==> config.mk <==
export PLATFORM = sky130hd
export DESIGN_NAME = ram4k_loader_flat
export DESIGN_NICKNAME = d
export VERILOG_FILES = /design/src/rtl/ram4k_loader_if.sv /design/src/rtl/ram4k_loader.sv /design/src/flat_wrapper.sv
export SDC_FILE = /design/constraint.sdc
export NUM_CORES = 1
export LEC_CHECK = 0
export BUFFER_PORTS_ARGS = -buffer_cell sky130_fd_sc_hd__buf_2
export CORE_MARGIN = 2
export CORE_UTILIZATION = 56
export DETAILED_ROUTE_END_ITERATION = 8
export HOLD_SLACK_MARGIN = 0.05
export MAX_ROUTING_LAYER = met4
export PLACE_DENSITY = 0.85
export SLEW_MARGIN = 20
export SYNTH_ARGS = -nofsm -noshare
export SYNTH_HDL_FRONTEND = slang
export SYNTH_SLANG_ARGS = --single-unit
export TNS_END_PERCENT = 10
==> constraint.sdc <==
create_clock -name clk -period 5.5 [get_ports clk]
set_input_delay 1.375 -clock clk [delete_from_list [all_inputs] [get_ports clk]]
set_output_delay 1.375 -clock clk [all_outputs]
set_load 0.1 [all_outputs]
==> src/rtl/ram4k_loader_if.sv <==
// rtl/ram4k_loader_if.sv - byte-stream and RAM write bus shared by the loader and its neighbours
interface ram4k_loader_if #(
  parameter int ADDR_W = 12,
  parameter int DATA_W = 16
);
  logic [7:0]        byte_in;
  logic              byte_valid;
  logic              byte_ready;
  logic [DATA_W-1:0] ram_in;
  logic [ADDR_W-1:0] ram_address;
  logic              ram_load;

  // Byte source side; also observes the RAM write bus.
  modport master (
    output byte_in, byte_valid,
    input  byte_ready, ram_in, ram_address, ram_load
  );

  // Loader side: consumes bytes, drives the RAM write bus.
  modport slave (
    input  byte_in, byte_valid,
    output byte_ready, ram_in, ram_address, ram_load
  );
endinterface

==> src/rtl/ram4k_loader.sv <==
// rtl/ram4k_loader.sv - assembles big-endian words from a byte stream and fills consecutive RAM addresses
module ram4k_loader #(
  parameter int ADDR_W = 12,
  parameter int DATA_W = 16,
  parameter int CNT_W  = 13
) (
  input  logic              clk,
  input  logic              rst_n,
  input  logic              start_i,
  input  logic              abort_i,
  input  logic [ADDR_W-1:0] base_addr_i,
  input  logic [CNT_W-1:0]  word_count_i,
  output logic              busy_o,
  output logic              done_o,
  output logic              error_o,
  output logic [CNT_W-1:0]  words_written_o,
  ram4k_loader_if.slave     bus
);

  typedef enum logic [2:0] {IDLE, GET_HI, GET_LO, WRITE, DONE} state_t;

  localparam logic [CNT_W-1:0] MAX_WORDS = CNT_W'(1 << ADDR_W);

  state_t            state_q, state_d;
  logic [ADDR_W-1:0] ptr_q;
  logic [CNT_W-1:0]  remaining_q;
  logic [CNT_W-1:0]  written_q;
  logic [DATA_W-1:0] word_q;
  logic              byte_ready_q, ram_load_q, busy_q, done_q, error_q;
  logic              hs, count_ok;

  assign hs       = bus.byte_valid & byte_ready_q;
  assign count_ok = (word_count_i != '0) && (word_count_i <= MAX_WORDS);

  // Next-state decode; abort overrides any byte handshake in the same cycle.
  always_comb begin
    state_d = state_q;
    case (state_q)
      IDLE:    if (start_i && count_ok) state_d = GET_HI;
      GET_HI:  if (abort_i) state_d = IDLE; else if (hs) state_d = GET_LO;
      GET_LO:  if (abort_i) state_d = IDLE; else if (hs) state_d = WRITE;
      WRITE:   if (abort_i) state_d = IDLE;
               else if (remaining_q == CNT_W'(1)) state_d = DONE;
               else state_d = GET_HI;
      DONE:    state_d = IDLE;
      default: state_d = IDLE;
    endcase
  end

  // State, registered strobes derived from the next state, and the datapath.
  always_ff @(posedge clk or negedge rst_n) begin
    if (!rst_n) begin
      state_q      <= IDLE;
      ptr_q        <= '0;
      remaining_q  <= '0;
      written_q    <= '0;
      word_q       <= '0;
      byte_ready_q <= 1'b0;
      ram_load_q   <= 1'b0;
      busy_q       <= 1'b0;
      done_q       <= 1'b0;
      error_q      <= 1'b0;
    end else begin
      state_q      <= state_d;
      byte_ready_q <= (state_d == GET_HI) || (state_d == GET_LO);
      ram_load_q   <= (state_d == WRITE);
      busy_q       <= (state_d != IDLE);
      done_q       <= (state_d == DONE);
      case (state_q)
        IDLE: begin
          if (start_i) begin
            if (count_ok) begin
              error_q     <= 1'b0;
              written_q   <= '0;
              ptr_q       <= base_addr_i;
              remaining_q <= word_count_i;
            end else begin
              error_q <= 1'b1;
            end
          end
        end
        GET_HI: if (hs && !abort_i) word_q[DATA_W-1:DATA_W-8] <= bus.byte_in;
        GET_LO: if (hs && !abort_i) word_q[7:0] <= bus.byte_in;
        // The write commits this cycle even if abort is raised alongside it.
        WRITE: begin
          ptr_q       <= ptr_q + ADDR_W'(1);
          remaining_q <= remaining_q - CNT_W'(1);
          written_q   <= written_q + CNT_W'(1);
        end
        default: ;
      endcase
    end
  end

  assign bus.byte_ready  = byte_ready_q;
  assign bus.ram_load    = ram_load_q;
  assign bus.ram_address = ptr_q;
  assign bus.ram_in      = word_q;
  assign busy_o          = busy_q;
  assign done_o          = done_q;
  assign error_o         = error_q;
  assign words_written_o = written_q;

endmodule

==> src/flat_wrapper.sv <==
// flat-port wrapper written by rule: the top's interface ports become plain ports
module ram4k_loader_flat 
#(
  parameter int ADDR_W = 12,
  parameter int DATA_W = 16,
  parameter int CNT_W  = 13
)
  (clk, rst_n, start_i, abort_i, base_addr_i, word_count_i, busy_o, done_o, error_o, words_written_o, bus_byte_in, bus_byte_valid, bus_byte_ready, bus_ram_in, bus_ram_address, bus_ram_load);
  ram4k_loader_if #(.ADDR_W(ADDR_W), .DATA_W(DATA_W)) bus_i ();
  input  logic clk;
  input  logic rst_n;
  input  logic start_i;
  input  logic abort_i;
  input  logic [ADDR_W-1:0] base_addr_i;
  input  logic [CNT_W-1:0] word_count_i;
  output logic busy_o;
  output logic done_o;
  output logic error_o;
  output logic [CNT_W-1:0] words_written_o;
  input wire logic [$bits(bus_i.byte_in)-1:0] bus_byte_in;
  input wire logic [$bits(bus_i.byte_valid)-1:0] bus_byte_valid;
  output wire logic [$bits(bus_i.byte_ready)-1:0] bus_byte_ready;
  output wire logic [$bits(bus_i.ram_in)-1:0] bus_ram_in;
  output wire logic [$bits(bus_i.ram_address)-1:0] bus_ram_address;
  output wire logic [$bits(bus_i.ram_load)-1:0] bus_ram_load;
  assign bus_i.byte_in = bus_byte_in;
  assign bus_i.byte_valid = bus_byte_valid;
  assign bus_byte_ready = bus_i.byte_ready;
  assign bus_ram_in = bus_i.ram_in;
  assign bus_ram_address = bus_i.ram_address;
  assign bus_ram_load = bus_i.ram_load;
  ram4k_loader #(.ADDR_W(ADDR_W), .DATA_W(DATA_W), .CNT_W(CNT_W)) u_core (.clk(clk), .rst_n(rst_n), .start_i(start_i), .abort_i(abort_i), .base_addr_i(base_addr_i), .word_count_i(word_count_i), .busy_o(busy_o), .done_o(done_o), .error_o(error_o), .words_written_o(words_written_o), .bus(bus_i));
endmodule
Word level (Yosys, flattened, before mapping):

Index checks and enable logic that the tools add are counted.

* register bits: 62
* bits in latches: 0
* memory bits (writable): 0
* memory bits (read-only): 0
* input bits: 38
* word-level logic and storage cells: 57
* memories kept: 0

* add/subtract/negate cells: 3
* $mul: 0
* divide/modulo/power cells: 0
* magnitude comparators: 1
* equality and inequality tests: 10
* shifts and indexed selects: 0
* muxes and demuxes: 18
* bitwise logic cells: 1
* reductions and logical operators: 13

Operator list (number)
* 2-to-1 mux 13 bit: 4
* one-hot mux 13 bit (2 select lines): 2
* 2-to-1 mux 12 bit: 2
* one-hot mux 12 bit (2 select lines): 1
* 2-to-1 mux 3 bit: 7
* adder 13 x 1 -> 13 bit, second input constant: 1
* == test 13 x 1 -> 1 bit, second input constant: 1
* <= comparator 13 bit, second input constant: 1
* nonzero test 13 bit: 1
* subtractor 13 x 1 -> 13 bit, second input constant: 1
* adder 12 x 1 -> 12 bit, second input constant: 1
* == test 3 x 2 -> 1 bit, second input constant: 4
* one-hot mux 3 bit (4 select lines): 1
* == test 3 x 1 -> 1 bit, second input constant: 2
* AND reduction 2 bit: 3
* == test 3 bit, second input constant: 1
* logical AND 1 bit: 3
* zero test 3 bit: 1
* AND reduction 3 bit: 1
* nonzero test 3 bit: 1
* != test 2 x 1 -> 1 bit, second input constant: 1
* != test 2 bit, second input constant: 1
* nonzero test 2 bit: 1
* bitwise AND 1 bit: 1
* 3 further kinds: 3

Logic depth before layout (Yosys ltp):

* depth in word-level cells: 7
* mapped depth: 8

Worst setup path after synthesis:

Ideal clock, no wire load.

* kind: input to register
* start: in word_count_i[2]
* end: reg u_core.ptr_q[11] (netlist: u_core.bus.ram_address[11])
* setup time: 95 ps
* data arrival time: 2872 ps
* setup slack: 2533 ps
* stages: 7
* path buffers: 2
* cells stage by stage: nor4_1 -> and3_1 -> clkbuf_1 -> mux2i_1 -> clkbuf_1 -> nand3_1 -> o211ai_1

* word-level cells in the longest chain between the ends: 4
* elaborated cells between the ends (all ways): 5
* classes of those cells: order compare: 1; eq/ne: 1; reduce/logical: 3

Ends and longest elaborated chain
* from (decl): line flat_wrapper.sv:15 `input logic [CNT_W-1:0] word_count_i;`
* <= comparator 13 bit or nonzero test 13 bit (tied branches): line ram4k_loader.sv:33 `assign count_ok = (word_count_i != '0) && (word_count_i <= MAX_WORDS);`
* logical AND 1 bit *: line ram4k_loader.sv:33
* != test 2 x 1 -> 1 bit (no line) *
* AND reduction 3 bit (no line) *
* to (signal assigned): line ram4k_loader.sv:75 `ptr_q <= base_addr_i;`
* to (signal assigned): line ram4k_loader.sv:86 `ptr_q <= ptr_q + ADDR_W'(1);`
* to (decl): line ram4k_loader.sv:25 `logic [ADDR_W-1:0] ptr_q;`

Every way passes the cells marked *; elsewhere a longest branch is shown, timed or not.
A chain may end at the register's enable or synchronous reset.

Final worst setup path:

* start: in word_count_i[1]
* end: reg u_core.remaining_q[8]

* word-level cells in the longest chain between the ends: 4
* elaborated cells between the ends (all ways): 5
* classes of those cells: order compare: 1; eq/ne: 1; reduce/logical: 3

Ends and longest elaborated chain
* <= comparator 13 bit or nonzero test 13 bit (tied branches): line ram4k_loader.sv:33
* logical AND 1 bit *: line ram4k_loader.sv:33
* != test 2 x 1 -> 1 bit (no line) *
* AND reduction 3 bit (no line) *
* to (signal assigned): line ram4k_loader.sv:76 `remaining_q <= word_count_i;`
* to (signal assigned): line ram4k_loader.sv:87 `remaining_q <= remaining_q - CNT_W'(1);`
* to (decl): line ram4k_loader.sv:26 `logic [CNT_W-1:0] remaining_q;`

Marked as above.

==> metrics.yaml <==
critical_path:
  critPathCaptureType: "register"
  path_cells: "buf_2 > nor4_1 > and3_1 > mux2i_2 > buf_4 > o221ai_1 > a31oi_1"
  cp_slowest_cell: "mux2i_2"
  worst-setup-path-type: "in -> reg"
  crit_path_start_kind: "input port"
  worstPathMaxFanout: 15
  worstPathRequired_ns: 5.74
  max_stage_delay_ns: 0.71
  crit_arrival_ns: 3.49
placed_design:
  gp_congestion: 0.862
  placedCellCount: 451
  portBuffers: 83
  place_ws_ns: 1.91
  dp_hpwl_um: 4810
sta:
  period_minus_slack_ns: 3.24
  setup_viol_count_final: 0
  worst_slew_pin_slew_ns: 0.775
  fin_ws_ns: 2.26
  relSlewSlack_pct: 47.3
  rsz0062_at_grt: "no"
  fin_skew_ns: 0.00608
  fin_crit_sh_pct: 59.0
  max_freq_ghz: 0.308
  hold_viol: 0
  whs_ns: 0.485
  setup_tns_ns: 0
  drv_slew: 0
clock_network:
  ctsHoldBuffers: 0
  cts-buffers-inserted: 9
  cts_tree: "built"
  clk_pin_slew_ns: 0.07
  clock_tree.root_cell: "clkbuf_8"
  h-tree-depth: 3
  clk_latency_ns: 0.33
  post_cts_resize_count: 0
  clockBufferDepth: 2
  cts_setup_buffers: 0
  cts_num_sinks: 62
run:
  cap_violations: 0
power_and_ir_drop:
  p_per_area_nw_per_um2: 464
  p_leak_nw: 1.81
  ir_worst_vdd_mv: 0.382
  finalPower_mw: 1.71
run_status:
  status: "finished clean"
floorplanning:
  start_util_pct: 58.1
  coreArea_um2: 5140
  die_w_um: 77
  ios: 84
  die_y_um: 77
  rows: 26
  dieArea_um2: 5930
finish:
  n_antenna_cell: 0
  area_growth_syn_to_layout_pct: 23.2
  nFillCells: 418
  drive_above_1_share_pct: 31.0
  stdcell_count: 467
  finalNetCount: 434
logic_synthesis:
  syn_inst: 308
  synth_nets: 350
  yosys_warnings: 0
  synth-edff-count: 0
  syn_area_um2: 2980
  avgSynthCellArea_um2: 9.69
  ys.flop_type: "dfrtp_1"
  yosysSeqAreaShare_pct: 52.0
  async_reset_ff_share_pct: 100
  synth.distinct_cells: 43
  ys_ff_latch: 62
routing:
  routedWlPerCell_um: 14.5
  drc: 0
  drt_iter0_markers: 276
  drt_pre_antenna_iters: 4
  routed_via_density: 5.58
  via_count: 2607
  finalWirelength_um: 6760
  postRouteAntennaNets: 0
grt:
  grt_max_degree: 63
  gr-usage-all-layers_pct: 24.1
  antenna_found_initial: 0
  grt_pass1_vias: 2422
  overflow: 0
  grt_pass1_wl_um: 11000
min_path:
  hold_class: "reg -> reg"
[path summary, 6_finish.rpt]
path / endpoint / slack (ns) / cells past startpoint / startpoint
worst min register to register: u_core.bus.ram_in[2] / 0.49 / 2 / u_core.bus.ram_in[2]
worst max register to register: u_core.remaining_q[0] / 2.97 / 5 / u_core.state_q[1]
worst min-delay path: u_core.bus.ram_in[2] / 0.49 / 2 / u_core.bus.ram_in[2]
min in group asynchronous: u_core.words_written_o[12] / 1.19 / 2 / rst_n
worst max-delay path: u_core.remaining_q[8] / 2.26 / 7 / word_count_i[1]
max in group asynchronous: u_core.remaining_q[1] / 3.80 / 2 / rst_n
[power breakdown]
part	total (mW)	switching, mW	internal [mW]	leakage [nW]
Combinational	0.652	0.529	0.123	0.898
Clock	0.439	0.173	0.266	0.108
Sequential	0.616	0.0789	0.537	0.800
Total	1.71	0.781	0.926	1.81
[cells in the final DEF (no fill, tap or decap), types with 3 or more instances in the layout]
master    count
o311ai_0      5
xnor2_1       3
nand3_1      25
dfrtp_1      62
ha_1          4
nor3_1        8
clkbuf_8     10
nand2_1      63
buf_2        83
mux2_2       10
o211ai_1     14
nor2_1       20
xor2_1        4
o21ai_0      13
mux2i_1       3
nand4_1       8
a21oi_1       6
nand2b_1      3
and3_1        6
inv_1         5
nor4_1        5
[Yosys cell counts (all sizes together) (6+ instances only)]
| master | count | share of area, % |
|---|---|---|
| nand2 | 63 | 7.9 |
| dfrtp | 62 | 52 |
| nand3 | 25 | 4.2 |
| nor2 | 21 | 2.7 |
| o211ai | 14 | 3.5 |
| o21ai | 13 | 2.2 |
| mux2 | 10 | 3.8 |
| nand4 | 8 | 1.7 |
| nor3 | 8 | 1.3 |
| buf | 7 | 1.1 |
| a21oi | 6 | 1.0 |
| and3 | 6 | 1.3 |
| inv | 6 | 0.75 |
| or4 | 6 | 1.8 |
[state kept, by name, summed over array words and instances (netlist names)]
signal                  flops
u_core.bus.ram_address     12
u_core.bus.ram_load         1
u_core.state_q              3
u_core.done_o               1
u_core.bus.ram_in          16
u_core.bus.byte_ready       1
u_core.error_o              1
u_core.busy_o               1
u_core.remaining_q         13
u_core.words_written_o     13
[final cells by class]
cell class,count,area (um2),share of cell area [%]
multi-input cells,228,1360,37.0
repair buffers,85,430,11.7
well taps,70,87.6,2.38
inverters,6,22.5,0.613
clock buffers,10,138,3.74
flip-flops and latches,62,1550,42.2
clock inverters,6,85.1,2.31
[critical path, delay by kind of cell]
family / cells / cell delay (ns)
multiplexers: 1 / 0.71
AND/OR/NAND/NOR: 2 / 0.71
buffers and inverters: 2 / 0.41
AO/OA/AOI/OAI: 2 / 0.28
[logic make-up after synthesis]
family	synth area share, %
compound gates	11.2
xor+xnor	2.05
fa+ha+maj	1.68
buf+inv	2.52
flops	52.0
mux	5.12
simple gates	25.5
[layer usage]
layer  global-route usage (%)  part of all wire [%]
met1                     31.3                    46
met2                     35.6                    47
met3                     4.47                   5.5
met4                     13.9                   2.0
met5                        -                     0
[metrics by stage]
step | util [%] | instance area [um2]
CTS | 71.5 | 3680
global route | 71.5 | 3680
detailed placement | 67.2 | 3450
floorplan | - | 2980
global placement | 67.2 | 3450
finish | 71.5 | 3680
Note: power is estimated with default switching activity, not from simulation.
